===== config.mk =====
export PLATFORM = sky130hd
export DESIGN_NAME = scd_shift_counter
export DESIGN_NICKNAME = d
export VERILOG_FILES = /design/src/rtl/scd_pkg.sv /design/src/rtl/scad_alu.sv /design/src/rtl/scd_shift_counter.sv
export SDC_FILE = /design/constraint.sdc
export NUM_CORES = 1
export LEC_CHECK = 0
export ABC_AREA = 1
export CAP_MARGIN = 30
export CORE_ASPECT_RATIO = 0.8
export CORE_MARGIN = 2
export CORE_UTILIZATION = 40
export DETAILED_ROUTE_END_ITERATION = 6
export PLACE_DENSITY_LB_ADDON = 0.2
export RECOVER_POWER = 100
export SLEW_MARGIN = 20
export SYNTH_ARGS = -nofsm -noshare
export SYNTH_HDL_FRONTEND = slang
export SYNTH_SLANG_ARGS = --single-unit

===== constraint.sdc =====
create_clock -name clk -period 4.2 [get_ports clk]
set_input_delay 0.63 -clock clk [delete_from_list [all_inputs] [get_ports clk]]
set_output_delay 0.63 -clock clk [all_outputs]
set_load 0.1 [all_outputs]

===== src/rtl/scd_pkg.sv =====
// Shared constants and types for the shift-count / floating-exponent unit.
// Latency: n/a (package only).
// Backpressure: n/a (package only).
//
// Bit numbering note: the machine documents fields big-endian (bit 0 = MSB).
// RTL vectors are declared descending, so machine bit i of an N-bit field is
// vector bit N-1-i (e.g. AR[0] is ar[35], SC[0] (sign) is sc[9]).
package scd_pkg;

  localparam int W     = 10;  // SC/FE/SCAD width, two's complement
  localparam int SHMAX = 36;  // saturation limit for the shift amount

  typedef logic [W-1:0] word_t;

  // SCAD A mux select codes
  localparam logic [1:0] SCAD_A_FE    = 2'b00;
  localparam logic [1:0] SCAD_A_EXP   = 2'b01;  // AR exponent, sign-extended
  localparam logic [1:0] SCAD_A_POS   = 2'b10;  // byte pointer P field
  localparam logic [1:0] SCAD_A_MAGIC = 2'b11;

  // SCAD B mux select codes
  localparam logic [1:0] SCAD_B_SC     = 2'b00;
  localparam logic [1:0] SCAD_B_SIZE   = 2'b01;  // byte pointer S field
  localparam logic [1:0] SCAD_B_ESHIFT = 2'b10;  // effective-address shift count
  localparam logic [1:0] SCAD_B_MAGIC  = 2'b11;

  // SCAD function codes
  localparam logic [2:0] SCAD_F_A   = 3'b000;
  localparam logic [2:0] SCAD_F_ADD = 3'b001;
  localparam logic [2:0] SCAD_F_SUB = 3'b010;
  localparam logic [2:0] SCAD_F_INC = 3'b011;
  localparam logic [2:0] SCAD_F_DEC = 3'b100;
  localparam logic [2:0] SCAD_F_B   = 3'b101;
  localparam logic [2:0] SCAD_F_OR  = 3'b110;
  localparam logic [2:0] SCAD_F_AND = 3'b111;

  typedef enum logic [1:0] {
    IDLE = 2'd0,
    RUN  = 2'd1,
    DONE = 2'd2
  } loop_state_e;

endpackage


===== src/rtl/scad_alu.sv =====
// SCAD adder: A/B operand muxes feeding an 8-function 10-bit adder/logic unit.
// Latency: purely combinational, result valid in the same cycle as the selects.
// Backpressure: none; output follows inputs every cycle.
//
// Ports: ar (AR[0:35] as ar[35:0]), magic (magic[0:8] as magic[8:0]),
//        asel/bsel/func selects, fe/sc current register values, scad_out result.
module scad_alu
  import scd_pkg::*;
(
  input  logic [35:0] ar,
  input  logic [8:0]  magic,
  input  logic [1:0]  asel,
  input  logic [1:0]  bsel,
  input  logic [2:0]  func,
  input  word_t       fe,
  input  word_t       sc,
  output word_t       scad_out
);

  word_t a_op;
  word_t b_op;

  // Magic field is 9 bits; its top bit is replicated as the 10-bit sign.
  word_t magic_ext;
  assign magic_ext = {magic[8], magic};

  // AR[12:17] and AR[19:26] never reach the SCAD.
  logic unused_ar;
  assign unused_ar = ^{ar[23:18], ar[16:9]};

  always_comb begin
    a_op = '0;
    case (asel)
      SCAD_A_FE:    a_op = fe;
      SCAD_A_EXP:   a_op = {ar[35], ar[35], ar[34:27]};  // {AR0,AR0,AR1..8}
      SCAD_A_POS:   a_op = {4'b0, ar[35:30]};            // AR0..5
      SCAD_A_MAGIC: a_op = magic_ext;
      default:      a_op = '0;
    endcase
  end

  always_comb begin
    b_op = '0;
    case (bsel)
      SCAD_B_SC:     b_op = sc;
      SCAD_B_SIZE:   b_op = {4'b0, ar[29:24]};           // AR6..11
      SCAD_B_ESHIFT: b_op = {ar[17], ar[8:0]};           // {AR18, AR27..35}
      SCAD_B_MAGIC:  b_op = magic_ext;
      default:       b_op = '0;
    endcase
  end

  // All arithmetic wraps at 10 bits; carry-out and overflow are dropped.
  always_comb begin
    scad_out = '0;
    case (func)
      SCAD_F_A:   scad_out = a_op;
      SCAD_F_ADD: scad_out = a_op + b_op;
      SCAD_F_SUB: scad_out = a_op - b_op;
      SCAD_F_INC: scad_out = a_op + word_t'(1);
      SCAD_F_DEC: scad_out = a_op - word_t'(1);
      SCAD_F_B:   scad_out = b_op;
      SCAD_F_OR:  scad_out = a_op | b_op;
      SCAD_F_AND: scad_out = a_op & b_op;
      default:    scad_out = '0;
    endcase
  end

endmodule


===== src/rtl/scd_shift_counter.sv =====
// Shift-count / floating-exponent unit: SC and FE registers, counted step loop, shift clamp.
// Latency: SC/FE update one edge after load/step; status outputs combinational from registers.
// Backpressure: none; loopAbort kills the loop immediately, scLoad is ignored while RUN.
//
// Ports: clk, rst_n (async active-low); AR[0:35], magic[0:8], SCAD selects,
//        scLoad/feLoad, loopStart/loopAbort in; scadOut, SC, FE, signs, scadZero,
//        shiftAmt, scGE36, loopBusy/loopStep/loopDone out.
module scd_shift_counter
  import scd_pkg::*;
(
  input  logic        clk,
  input  logic        rst_n,
  input  logic [35:0] AR,
  input  logic [8:0]  magic,
  input  logic [1:0]  scadAsel,
  input  logic [1:0]  scadBsel,
  input  logic [2:0]  scadFunc,
  input  logic        scLoad,
  input  logic        feLoad,
  input  logic        loopStart,
  input  logic        loopAbort,
  output logic [9:0]  scadOut,
  output logic [9:0]  SC,
  output logic [9:0]  FE,
  output logic        scSign,
  output logic        feSign,
  output logic        scadZero,
  output logic [5:0]  shiftAmt,
  output logic        scGE36,
  output logic        loopBusy,
  output logic        loopStep,
  output logic        loopDone
);

  word_t       sc_q, sc_d;
  word_t       fe_q, fe_d;
  loop_state_e state_q, state_d;
  word_t       scad_out;
  logic        sc_pos;
  logic        busy;
  logic        step;
  logic        done;

  scad_alu u_scad_alu (
    .ar       (AR),
    .magic    (magic),
    .asel     (scadAsel),
    .bsel     (scadBsel),
    .func     (scadFunc),
    .fe       (fe_q),
    .sc       (sc_q),
    .scad_out (scad_out)
  );

  // Strictly positive: sign clear and not zero.
  assign sc_pos = ~sc_q[W-1] & (sc_q != '0);
  assign busy   = (state_q == RUN);

  // Loop sequencer. Abort overrides every other transition, including a
  // same-cycle start, and suppresses the step so SC keeps its value.
  always_comb begin
    state_d = state_q;
    step    = 1'b0;
    done    = 1'b0;
    case (state_q)
      IDLE: begin
        if (loopStart) state_d = RUN;
      end
      RUN: begin
        if (sc_pos) begin
          step = ~loopAbort;
        end else begin
          state_d = DONE;
        end
      end
      DONE: begin
        done    = 1'b1;
        state_d = IDLE;  // a start here is deliberately dropped
      end
      default: state_d = IDLE;
    endcase
    if (loopAbort) state_d = IDLE;
  end

  // SC: loop decrement wins; a load is only honoured outside RUN. A load in
  // the same cycle as a start lands first, so RUN counts from the new value.
  always_comb begin
    sc_d = sc_q;
    if (busy && sc_pos && !loopAbort) begin
      sc_d = sc_q - word_t'(1);
    end else if (scLoad && !busy) begin
      sc_d = scad_out;
    end
  end

  always_comb begin
    fe_d = fe_q;
    if (feLoad) fe_d = scad_out;
  end

  always_ff @(posedge clk or negedge rst_n) begin
    if (!rst_n) begin
      sc_q    <= '0;
      fe_q    <= '0;
      state_q <= IDLE;
    end else begin
      sc_q    <= sc_d;
      fe_q    <= fe_d;
      state_q <= state_d;
    end
  end

  // Shift clamp: negative counts shift by nothing, large ones saturate.
  logic ge_max;
  assign ge_max = ~sc_q[W-1] & (sc_q >= word_t'(SHMAX));

  always_comb begin
    shiftAmt = sc_q[5:0];
    if (sc_q[W-1]) begin
      shiftAmt = '0;
    end else if (ge_max) begin
      shiftAmt = 6'(SHMAX);
    end
  end

  assign scadOut  = scad_out;
  assign scadZero = (scad_out == '0);
  assign SC       = sc_q;
  assign FE       = fe_q;
  assign scSign   = sc_q[W-1];
  assign feSign   = fe_q[W-1];
  assign scGE36   = ge_max;
  assign loopBusy = busy;
  assign loopStep = step;
  assign loopDone = done;

endmodule


==> results.yml, run 1 <==
timing:
  tightest_slew_ps: 1168
  rsz0062_at_grt: "true"
  fin_crit_sh_pct: 102.9
  slew_headroom_pct: 22.45
  hold_viol: 0
  setup_tns_ps: -122.7
  maxSlewViolCount: 0
  fmax_mhz: 231.5
  final.setup.worst_slack_ps: -119.8
  setup_violations: 2
  finClkSkew_ps: 5.943
  period_needed_ps: 4320
power_and_ir_drop:
  leakagePower_uw: 0.002521
  p_sw_uw: 2131
  p_seq_share_pct: 11.7
  ir_drop_mv: 0.7680
  clockPowerShare_pct: 4.5
  finalPower_uw: 3359
  switching_share_pct: 63.45
  combPwrFrac_pct: 83.8
  power-per-cell-area_mw_per_mm2: 637.8
  p_int_uw: 1228
worst_setup_path:
  critPathSlowestCell: "ha_4"
  cp_max_fo: 6
  critical_path_class: "in -> out"
  crit_arrival_ps: 3690
  end_kind: "primary output"
  required_ps: 3570
  max_stage_delay_ps: 310
  start_kind: "primary input"
floorplanning:
  start_util_pct: 41.29
  num_rows: 27
  die_area_mm2: 0.007808
  die_y_um: 79.44
  coreArea_mm2: 0.006892
  io_pins: 101
  die_w_um: 98.30
run:
  maxCapViolCount: 0
placed_design:
  hpwlAfterDp_mm: 10.21
  preCtsSetupSlack_ps: -737.3
  place_area_mm2: 0.004658
  port_buffers: 86
  placedCellCount: 723
  place.gp.congestion: 0.9744
outcome:
  failed_checks: "setup timing"
  status: "finished with violations"
finish:
  fin_nets: 730
  n_fill_cell: 544
  diodes: 0
  area_growth_syn_to_layout_pct: 85.14
  design_area_mm2: 0.005268
  stdcell_count: 744
  drive_gt1_share_pct: 37.60
global_routing:
  antenna_found_initial: 0
  grt.overflow.total: 0
  grt_usage_pct: 32.78
  grt_pass1_wl_mm: 20.41
  grt_pass1_vias: 3919
  grt_max_degree: 16
synthesis:
  ys_types: 40
  syn_area_mm2: 0.002845
  ys_ff_latch: 22
  synth_cells: 465
  yosys_warnings: 0
  ys_seq_area_share_pct: 19.35
  syn_nets: 537
  syn_avg_cell_area_um2: 6.119
routing:
  drc: 0
  routed_via_density: 5.481
  dr.first_iter.drc_count: 388
  ant_nets: 0
  dr_total_vias: 4078
  first_pass_iters: 5
  wirelength_mm: 13.18
  wl_per_cell_um: 17.72
cts:
  path_clk_slew_ps: 80
  numCtsBuffers: 3
  cts_sinks: 22
  clock_latency_ps: 260
  htreeDepth: 1
  clock_tree.buffer_depth: 2
  tritoncts: "built"
  cts_hold_buffers: 0
  cts_root_buffer: "clkbuf_8"
min_path:
  hold_class: "reg -> reg"
-- critical path, delay by kind of cell --
| family | cells | cell delay [ps] |
|---|---|---|
| fa+ha+maj | 1 | 310 |
| buf+inv | 6 | 750 |
| simple gates | 13 | 1330 |
| compound gates | 4 | 490 |
| xor+xnor | 1 | 140 |
-- cell usage after synthesis --
cell | count | share of area (%)
a22o_1 | 1 | 0.31
nor2_4 | 2 | 0.79
xnor2_1 | 1 | 0.31
buf_8 | 1 | 0.53
o22ai_1 | 5 | 1.1
or2_2 | 1 | 0.22
a21oi_2 | 2 | 0.62
xor2_1 | 4 | 1.2
a221o_1 | 1 | 0.35
nand3_1 | 47 | 8.3
clkbuf_1 | 1 | 0.13
o2111ai_1 | 4 | 1.2
nand4_1 | 4 | 0.88
nand3_2 | 8 | 2.8
nand3b_1 | 3 | 0.79
buf_6 | 3 | 1.2
o21ai_2 | 1 | 0.31
ha_1 | 13 | 5.7
o211ai_1 | 9 | 2.4
nor2_2 | 7 | 1.5
nand2_1 | 112 | 15
buf_4 | 3 | 0.79
a21oi_1 | 19 | 3.3
and3_1 | 1 | 0.22
nor3_1 | 6 | 1.1
buf_2 | 1 | 0.18
inv_2 | 5 | 0.66
o21ai_0 | 56 | 9.9
o21a_1 | 1 | 0.26
inv_1 | 68 | 9.0
inv_4 | 2 | 0.44
nand2_2 | 4 | 0.88
nor2_1 | 36 | 4.7
nand2_4 | 1 | 0.40
o311ai_0 | 2 | 0.62
a32oi_1 | 2 | 0.62
a31oi_1 | 1 | 0.22
o221ai_1 | 4 | 1.2
dfrtp_1 | 22 | 19
fa_1 | 1 | 0.70
-- cell usage in the layout, fill, tap and decap left out, drive strengths merged, types with 3 or more instances in the layout --
master / count
a21oi: 21
buf: 124
clkbuf: 13
clkdlybuf4s50: 24
dfrtp: 22
dlygate4sd2: 13
dlygate4sd3: 25
ha: 13
inv: 73
nand2: 117
nand3: 55
nand3b: 3
nand4: 4
nor2: 45
nor3: 6
o2111ai: 4
o211ai: 9
o21ai: 57
o221ai: 4
o22ai: 5
xor2: 4
-- metrics by stage --
step | hold WS [ps] | util [%]
global placement | 501.1 | 67.30
detailed placement | 522.5 | 67.59
CTS | 544.4 | 75.11
floorplan | 334.4 | -
global route | 568.3 | 76.43
finish | 537.9 | 76.43
-- registers in the layout, summed over array words and instances, names as in the netlist --
name,count
SC,10
state_q,2
FE,10
-- kinds of logic (layout without fill, tap and decap cells) --
family,after synthesis,in the layout,share of synthesized area (%)
AO/OA/AOI/OAI,108,108,22.43
XOR/XNOR,5,5,1.539
adder cells (fa/ha/maj),14,14,6.421
buffers and inverters,84,276,12.88
flip-flops,22,22,19.35
AND/OR/NAND/NOR,232,232,37.38
-- layer usage --
metal	track usage [%]	wire length [um]	vias to the layer above
met5	0	0	-
met4	5.479	230	0
met3	5.779	1283	24
met2	50.34	5676	210
met1	48.71	5990	1902
li1	-	-	1942
-- worst paths after layout --
path / endpoint / slack [ps] / depth (start not counted) / start
worst max-delay path: scadZero / -120 / 25 / scadBsel[0]
worst min-delay path: FE[7] / 540 / 2 / FE[7]
worst max register to register: SC[9] / 1100 / 23 / SC[1]
worst min register to register: FE[7] / 540 / 2 / FE[7]
max in group asynchronous: SC[1] / 2450 / 2 / rst_n
min in group asynchronous: FE[2] / 780 / 1 / rst_n
-- cell type report --
class	count	area [um2]	share of cell area, %
clock buffer	4	55.05	1.045
inverter	75	301.5	5.724
multi-input combinational	359	2404	45.63
sequential	22	554.3	10.52
tap	87	108.9	2.067
timing repair buffer	197	1844	35.01
-- power groups by stage --
stage,Combinational [uW],Clock (uW),Sequential (uW)
after global placement,2570,0,395
after detailed placement,2590,0,396
after CTS,2770,151,392
after global routing,2940,160,406
final,2820,150,393
after floorplan,1250,0,880
-- what timing repair did --
| action | in CTS | in global routing |
|---|---|---|
| pin swaps | 58 | 49 |
| resized for setup | 121 | 42 |
| hold endpoints to repair | 0 | 0 |
| cloned | 1 | 0 |
| buffers inserted | 15 | 2 |
| endpoints found under the setup margin | 10 | 6 |
Note: power is estimated with default switching activity, not from simulation.
==> run 2: changes to the inputs <==
--- a/config.mk
+++ b/config.mk
@@ -11,6 +11,7 @@
 export CORE_MARGIN = 2
 export CORE_UTILIZATION = 40
 export DETAILED_ROUTE_END_ITERATION = 6
+export HOLD_SLACK_MARGIN = 0.12
 export PLACE_DENSITY_LB_ADDON = 0.2
 export RECOVER_POWER = 100
 export SLEW_MARGIN = 20
==> results of run 2 <==
Final layout, timing and power as in run 1 (identical DEF).
